===== src/rtl/reg_scoreboard.sv =====
// Hazard scoreboard for the 8-entry register file: tracks in-flight writes per
// register, drives the youngest-pending bypass codes and stalls unresolvable reads.
module reg_scoreboard #(
  parameter int NREG   = 8,
  parameter int STAGES = 4
) (
  input  logic                      clk,
  input  logic                      reset,
  input  logic                      adv,
  input  logic                      flush,
  input  logic                      issue_valid,
  input  logic                      issue_we,
  input  logic [$clog2(NREG)-1:0]   issue_wr,
  input  logic [$clog2(NREG)-1:0]   issue_rs1,
  input  logic [$clog2(NREG)-1:0]   issue_rs2,
  input  logic                      issue_use1,
  input  logic                      issue_use2,
  output logic [NREG-1:0][2:0]      register_invalid,
  output logic                      stall,
  output logic                      issue_ack,
  output logic                      busy
);

  localparam int IW = $clog2(NREG);
  // Flush squashes the two youngest slots; older ones keep flowing to writeback.
  localparam logic [STAGES-1:0] SQUASH = STAGES'(2'b11);

  logic [NREG-1:0][STAGES-1:0] pend;
  logic [NREG-1:0][STAGES-1:0] pend_next;
  logic [STAGES-1:0]           keep;

  // Youngest pending slot wins; the code mapping assumes STAGES == 4.
  function automatic logic [2:0] code_of(input logic [STAGES-1:0] p);
    if (p[0])      return 3'd7;
    else if (p[1]) return 3'd6;
    else if (p[2]) return 3'd5;
    else if (p[3]) return 3'd4;
    else           return 3'd0;
  endfunction

  // Code 4 is served by the writeback bypass, so only 5..7 block a reader.
  function automatic logic in_flight(input logic [2:0] c);
    return c inside {3'd5, 3'd6, 3'd7};
  endfunction

  always_comb begin
    for (int r = 0; r < NREG; r++) register_invalid[r] = code_of(pend[r]);
  end

  assign stall = issue_valid &
                 ((issue_use1 & in_flight(register_invalid[issue_rs1])) |
                  (issue_use2 & in_flight(register_invalid[issue_rs2])));

  assign issue_ack = issue_valid & adv & ~stall & ~flush;
  assign busy      = |pend;

  always_comb begin
    // NOTE: every variable gets a default before the loop so no path leaves it
    // unassigned and no latch is inferred.
    pend_next = pend;
    keep      = '0;
    for (int r = 0; r < NREG; r++) begin
      keep = flush ? (pend[r] & ~SQUASH) : pend[r];
      if (adv) pend_next[r] = {keep[STAGES-2:0], issue_ack & issue_we & (issue_wr == IW'(r))};
      else     pend_next[r] = keep;
    end
  end

  // NOTE: state registers use non-blocking assignments so all flops update
  // together at the edge; the pending array is plain flops, so it is reset whole.
  always_ff @(posedge clk) begin
    if (reset) pend <= '0;
    else       pend <= pend_next;
  end

endmodule


===== config.mk =====
export PLATFORM = sky130hd
export DESIGN_NAME = reg_scoreboard
export DESIGN_NICKNAME = d
export VERILOG_FILES = /design/src/rtl/reg_scoreboard.sv
export SDC_FILE = /design/constraint.sdc
export NUM_CORES = 1
export LEC_CHECK = 0
export CORE_ASPECT_RATIO = 0.75
export CORE_UTILIZATION = 25
export CTS_CLUSTER_SIZE = 40
export DETAILED_ROUTE_END_ITERATION = 8
export PLACE_DENSITY = 0.58
export SETUP_SLACK_MARGIN = 0.02
export SLEW_MARGIN = 25
export SYNTH_ARGS = -nofsm -noshare
export SYNTH_HDL_FRONTEND = slang
export SYNTH_SLANG_ARGS = --single-unit

===== constraint.sdc =====
create_clock -name clk -period 2.1 [get_ports clk]
set_clock_uncertainty 0.05 [all_clocks]
set_input_delay 0.42 -clock clk [delete_from_list [all_inputs] [get_ports clk]]
set_output_delay 0.42 -clock clk [all_outputs]
set_load 0.03 [all_outputs]

==> run metrics, run 1 <==
status complete, but fails checks; failing checks negative setup slack; worst reg2reg path depth 8; largest net degree at the start of global routing 15; max reg flops 32; dpl hpwl 3894 µm; GR Overflow Total 0; final worst setup slack -469.7 ps; worst hold endpoint pend[31]; first-pass GRT wire length 8162 µm; CTS sink count 32; Leakage 1.416 nW; CTS HTree Levels 2; I/O Pins 44; Die Wd 94.89 µm; largest area contributor in the netlist dfxtp_1; GPL Wtd Cong 0.8462; Post-Syn Nets 205; CTS tree done; most frequent cells in the layout 49 x buf_4, 28 x dfxtp_1, 27 x nor2_1; Yosys cell types 34; crit path DAT 2100 ps; Cell Pwr Density 490.1 nW/µm²; reg2reg end pend[24]; Starting Density 26.80%; actual slew at the worst max-slew pin 796.0 ps; Final Non-Filler Cells 362; Slew Limit Fails 0; post-synthesis xor/xnor area fraction 0%; crit path from pend[1]; max cap viols 0; slowest CP cell or4_4; clock transition at the registers of the reported paths 70 ps; post-route ant nets 0; placed cell count 350; Seq cells post-synth 32; CP cell instances buf_6, nor4_4, a2111oi_4, or4_4, nor4_4, buf_4; Setup Crit Path Kind reg2out; clock root cell clkbuf_8; Cell Rows 24; Post-Synth Simple-Gate Area 29.31%; Area growth syn-to-layout 73.63%; WHS Path Cells 2; initial drt markers 69; Clock Path Buffers 2; drt drc 0; syn_area_per_cell 8.605 µm²; Num CTS Buffers 5; Crit path required time 1630 ps; cell area after synthesis 1618 µm²; final hold slack 440.4 ps; Reg with most FFs pend; die height 71.67 µm; Synth top area share 39.60%; biggest regs pend (32); fin crit period 2570 ps; Critical Path Max Stage Delay 580 ps; fmax 0.3892 GHz; post-synthesis sequential area ratio 39.60%; IO Port Bufs 43; Worst path most repeated cell nor4_4; Critical R2R Launch pend[1]; Compound-Gate Fraction of Synth Area 16.09%; cell count after synthesis 188; diode count 0; final setup vio count 7; synth top area cells dfxtp_1 40%, mux2i_1 9.9%, nor2_1 6.3%; most common cell after layout, fill and taps aside buf_4; max_slew headroom 46.82%; Final Hold Viols 0; CP Launch Type flop; worst skew pair latency 300 ps; Worst Hold Launch pend[31]; share of layout cells above drive strength 1 36.97%; RSZ-0062 raised after global routing true; core area 6036 µm²; Pre-Repair DR Iteration Count 4; vias in the first global route 1682; area of the die 6800 µm²; DR vias/cell 4.829; routed len/inst 14.43 µm; final wirelength 5225 µm; total number of vias 1748; Post-Synth Adder-Cell Area 0%; nets 300; Syn. warnings 0; register-to-register setup slack -370 ps; CP endpoint kind output pin; initial antenna violation count 0; post-route clock period utilization 122.4%; Max IR drop VDD 0.0002635 V; GRT Util Overall 16.25%; CP Max Fanout 4; largest family of logic cells by synthesized area simple AND/OR/NAND/NOR gates; mux cell area share after synthesis 11.29%; Hold WC Path Type reg2reg; # hold bufs at CTS 0
## power breakdown
| part | leakage, nW | internal (mW) | switching (mW) |
|---|---|---|---|
| sequential | 0.260 | 0.607 | 0.000513 |
| combinational | 1.10 | 0.0812 | 0.0919 |
| clock | 0.0541 | 0.351 | 0.245 |
| total | 1.42 | 1.04 | 0.337 |
## worst max-delay path, delay by kind of cell (launching register included)
kind / cells / cell delay [ps]
AOI/OAI and AO/OA: 1 / 80
and+or+nand+nor: 3 / 1090
DFF: 1 / 320
buffers and inverters: 2 / 310
## cell usage after synthesis
cell / count
dfxtp_1: 32
nor2_1: 27
mux2i_1: 16
inv_1: 10
nor4_1: 10
a21o_1: 9
a21oi_1: 9
nand2_1: 9
nor2b_1: 9
or2_2: 9
nand2b_1: 7
clkbuf_1: 5
nor3_1: 5
a2111oi_0: 3
o21ai_0: 3
a22o_1: 2
a32o_1: 2
and3_1: 2
nand4_1: 2
nor3_2: 2
or3_1: 2
a2111oi_1: 1
a2111oi_4: 1
a22oi_1: 1
and2_1: 1
buf_1: 1
mux4_2: 1
nand3_1: 1
nand3b_1: 1
o21a_1: 1
o31a_1: 1
o31ai_1: 1
or2b_1: 1
or4_4: 1
## cell families (layout without fill, tap and decap cells)
group	after synthesis	after routing
AOI/OAI and AO/OA	34	34
buffers and inverters	16	112
and+or+nand+nor	89	89
muxes	17	17
DFF	32	32
## what timing repair did
action / CTS / global route
pin swaps: 8 / 6
endpoints found under the setup margin: 24 / 14
buffers inserted: 3 / 2
gates resized for setup: 46 / 30
## stage by stage
step / cell area (µm²) / setup TNS, ps / total power, mW / utilization [%] / setup slack (ps)
2_1_floorplan: 1653 / -78.47 / 0.6912 / - / -78.47
3_3_place_gp: 2506 / -4692 / 0.7730 / 41.52 / -648.6
3_5_place_dp: 2506 / -4825 / 0.7729 / 41.52 / -686.8
4_1_cts: 2698 / -1899 / 1.376 / 44.69 / -476.5
5_1_grt: 2809 / -3132 / 1.418 / 46.54 / -533.6
6_report: 2809 / -2351 / 1.377 / 46.54 / -469.7
## routing by layer
metal / track usage (%) / part of all wire, % / vias up
met4: 7.576 / 2.2 / 0
met2: 23.58 / 44 / 49
li1: - / - / 862
met5: 0 / 0 / -
met3: 3.503 / 5.9 / 9
met1: 22.80 / 48 / 828
## how the worst max path moves through the flow
stage | end | slack (ps)
CTS | issue_ack | -480
global route | issue_ack | -530
global placement | issue_ack | -650
floorplan | issue_ack | -80
detailed placement | issue_ack | -690
finish | issue_ack | -470
## area by class of cell
cell class,instances,area [µm²]
fill,574,3227
multi-input combinational,140,1101
timing repair buffer,94,815.8
sequential,32,645.6
tap,78,97.59
clock buffer,5,68.82
clock inverter,3,42.54
inverter,10,37.54
Power figures use the tool's default switching activity.
==> inputs of run 2 (changes only) <==
- CORE_ASPECT_RATIO: 0.75 -> 1.5
==> run 2 against run 1 <==
The flow still finishes with violations (negative setup slack); sequential share of layout area grew 0.22 points; register-to-register slack gained 160 ps; fmax grew 3.9%; clock power shrank 14%; largest cell class unchanged; highest routed layer unchanged.
==> run metrics, run 2 (synthesized netlist as in run 1, its figures left out) <==
Worst Hold Launch pend[31]; Clock Path Buffers 2 (unchanged); CP Max Fanout 4 (unchanged); worst reg2reg path depth 7 (-1); Pwr Total 1.279 mW (-7.1%); routed len/inst 13.90 µm (-3.7%); worst hold endpoint pend[31]; first-pass GRT wire length 8059 µm (-1.3%); clock root cell clkbuf_8; WHS Path Cells 2 (unchanged); CTS tree done; Reg with most FFs pend; Cell Rows 35 (+46%); vias in the first global route 1652 (-1.8%); share of layout cells above drive strength 1 36.36% (-0.61 points); fin crit period 2474 ps (-95.63 ps); Critical Path Max Stage Delay 530 ps (-50 ps); max_slew headroom 61.80% (+15 points); Crit path required time 1630 ps (about the same); Cell Pwr Density 461.7 nW/µm² (-5.8%); area of the die 6804 µm² (about the same); initial drt markers 61 (-12%); max cap viols 0 (unchanged); placed cell count 342 (-2.3%); CP cell instances nor4_4, a2111oi_4, or4_4, o21a_2, buf_6; nets 303 (+1.0%); RSZ-0062 raised after global routing true; Num CTS Buffers 5 (unchanged); dpl hpwl 3711 µm (-4.7%); final hold slack 441.2 ps (+0.7950 ps); core area 6175 µm² (+2.3%); slowest CP cell or4_4; drt drc 0 (unchanged); failing checks negative setup slack; Final Cell Area 2771 µm² (-1.3%); largest net degree at the start of global routing 26 (+11); Final Non-Filler Cells 360 (-0.55%); most common cell after layout, fill and taps aside buf_4; final wirelength 5004 µm (-4.2%); dpl cell area 2471 µm² (-1.4%); Die Wd 67.68 µm (-29%); Starting Density 26.20% (-0.60 points); Pre-Repair DR Iteration Count 4 (unchanged); actual slew at the worst max-slew pin 567.7 ps (-228.4 ps); GPL Wtd Cong 0.8605 (+1.7%); diode count 0 (unchanged); Max IR drop VDD 0.0002404 V (-8.8%); Critical R2R Launch pend[10]; Buf/Inv on CP 1 (-1); Final Hold Viols 0 (unchanged); post-route clock period utilization 117.8% (-4.6 points); most frequent cells in the layout 54 x buf_4, 30 x dfxtp_1, 27 x nor2_1; IO Port Bufs 43 (unchanged); clock transition at the registers of the reported paths 70 ps (about the same); max reg flops 32 (unchanged); GRT Util Overall 16.06% (-0.19 points); Setup Crit Path Kind reg2out; status complete, but fails checks; # hold bufs at CTS 0 (unchanged); initial antenna violation count 0 (unchanged); CP Launch Type flop; worst skew pair latency 280 ps (-20 ps); post-route ant nets 0 (unchanged); register-to-register setup slack -210 ps (+160 ps); I/O Pins 44 (unchanged); CTS HTree Levels 2 (unchanged); fmax 0.4042 GHz (+3.9%); Area growth syn-to-layout 71.31%; reg2reg end pend[8]; Slew Limit Fails 0 (unchanged); final worst setup slack -374.1 ps (+95.63 ps); GR Overflow Total 0 (unchanged); Hold WC Path Type reg2reg; total number of vias 1709 (-2.2%); die height 100.5 µm (+40%); crit path DAT 2000 ps (-100 ps); final setup vio count 8 (+1); DR vias/cell 4.747 (-1.7%); Crit path max-delay family simple AND/OR/NAND/NOR gates; biggest regs pend (32); CP endpoint kind output pin; CTS sink count 32 (unchanged); Leakage 1.430 nW (+1.0%); crit path from pend[10]
## run 2: power by group
part | switching (mW) | leakage (nW) | total [mW] | internal (mW)
Sequential | 0.000597 | 0.259 | 0.608 | 0.607
Clock | 0.221 | 0.0503 | 0.513 | 0.292
Combinational | 0.0831 | 1.12 | 0.159 | 0.0755
Total | 0.305 | 1.43 | 1.28 | 0.975
## run 2: worst max-delay path by stage
stage,to,depth (start not counted)
global placement,issue_ack,6
global route,stall,6
CTS,stall,6
floorplan,issue_ack,4
detailed placement,issue_ack,6
finish,stall,5
## run 2: per-layer routing
layer  GRT usage (%)  vias to the layer above  wire [µm]
met5               0                        -          0
met4           5.892                        0         76
met3           3.167                        5        186
met2           26.28                       40       2442
met1           20.33                      799       2299
li1                -                      865          -
## run 2: layout make-up
class / instances / area, µm²
Multi-Input combinational cell: 140 / 1081
Timing Repair Buffer: 97 / 820.8
Clock buffer: 7 / 96.34
Tap cell: 74 / 92.59
Inverter: 10 / 37.54
Fill cell: 599 / 3403
Sequential cell: 32 / 643.1
## run 2: what timing repair did
item | in CTS | in global routing
pin swaps | 15 | 8
resized for setup | 59 | 22
setup endpoints to repair | 26 | 18
buffers inserted | 7 | 4
## run 2: metrics by stage
step	TNS (ps)	util [%]	worst slack (ps)
2_1_floorplan	-78.47	-	-78.47
3_3_place_gp	-4375	40.02	-628.9
3_5_place_dp	-4981	40.02	-678.8
4_1_cts	-942.8	43.57	-355.9
5_1_grt	-2881	44.88	-448.4
6_report	-1737	44.88	-374.1
## run 2: worst register-to-register path, stage by stage (launching register included)
cell and delay [ps]:
dfxtp_1 390, nor4_4 370, a2111oi_4 60, or4_4 530
buf_4 160, buf_6 110, a2111oi_4 360, a32o_1 220
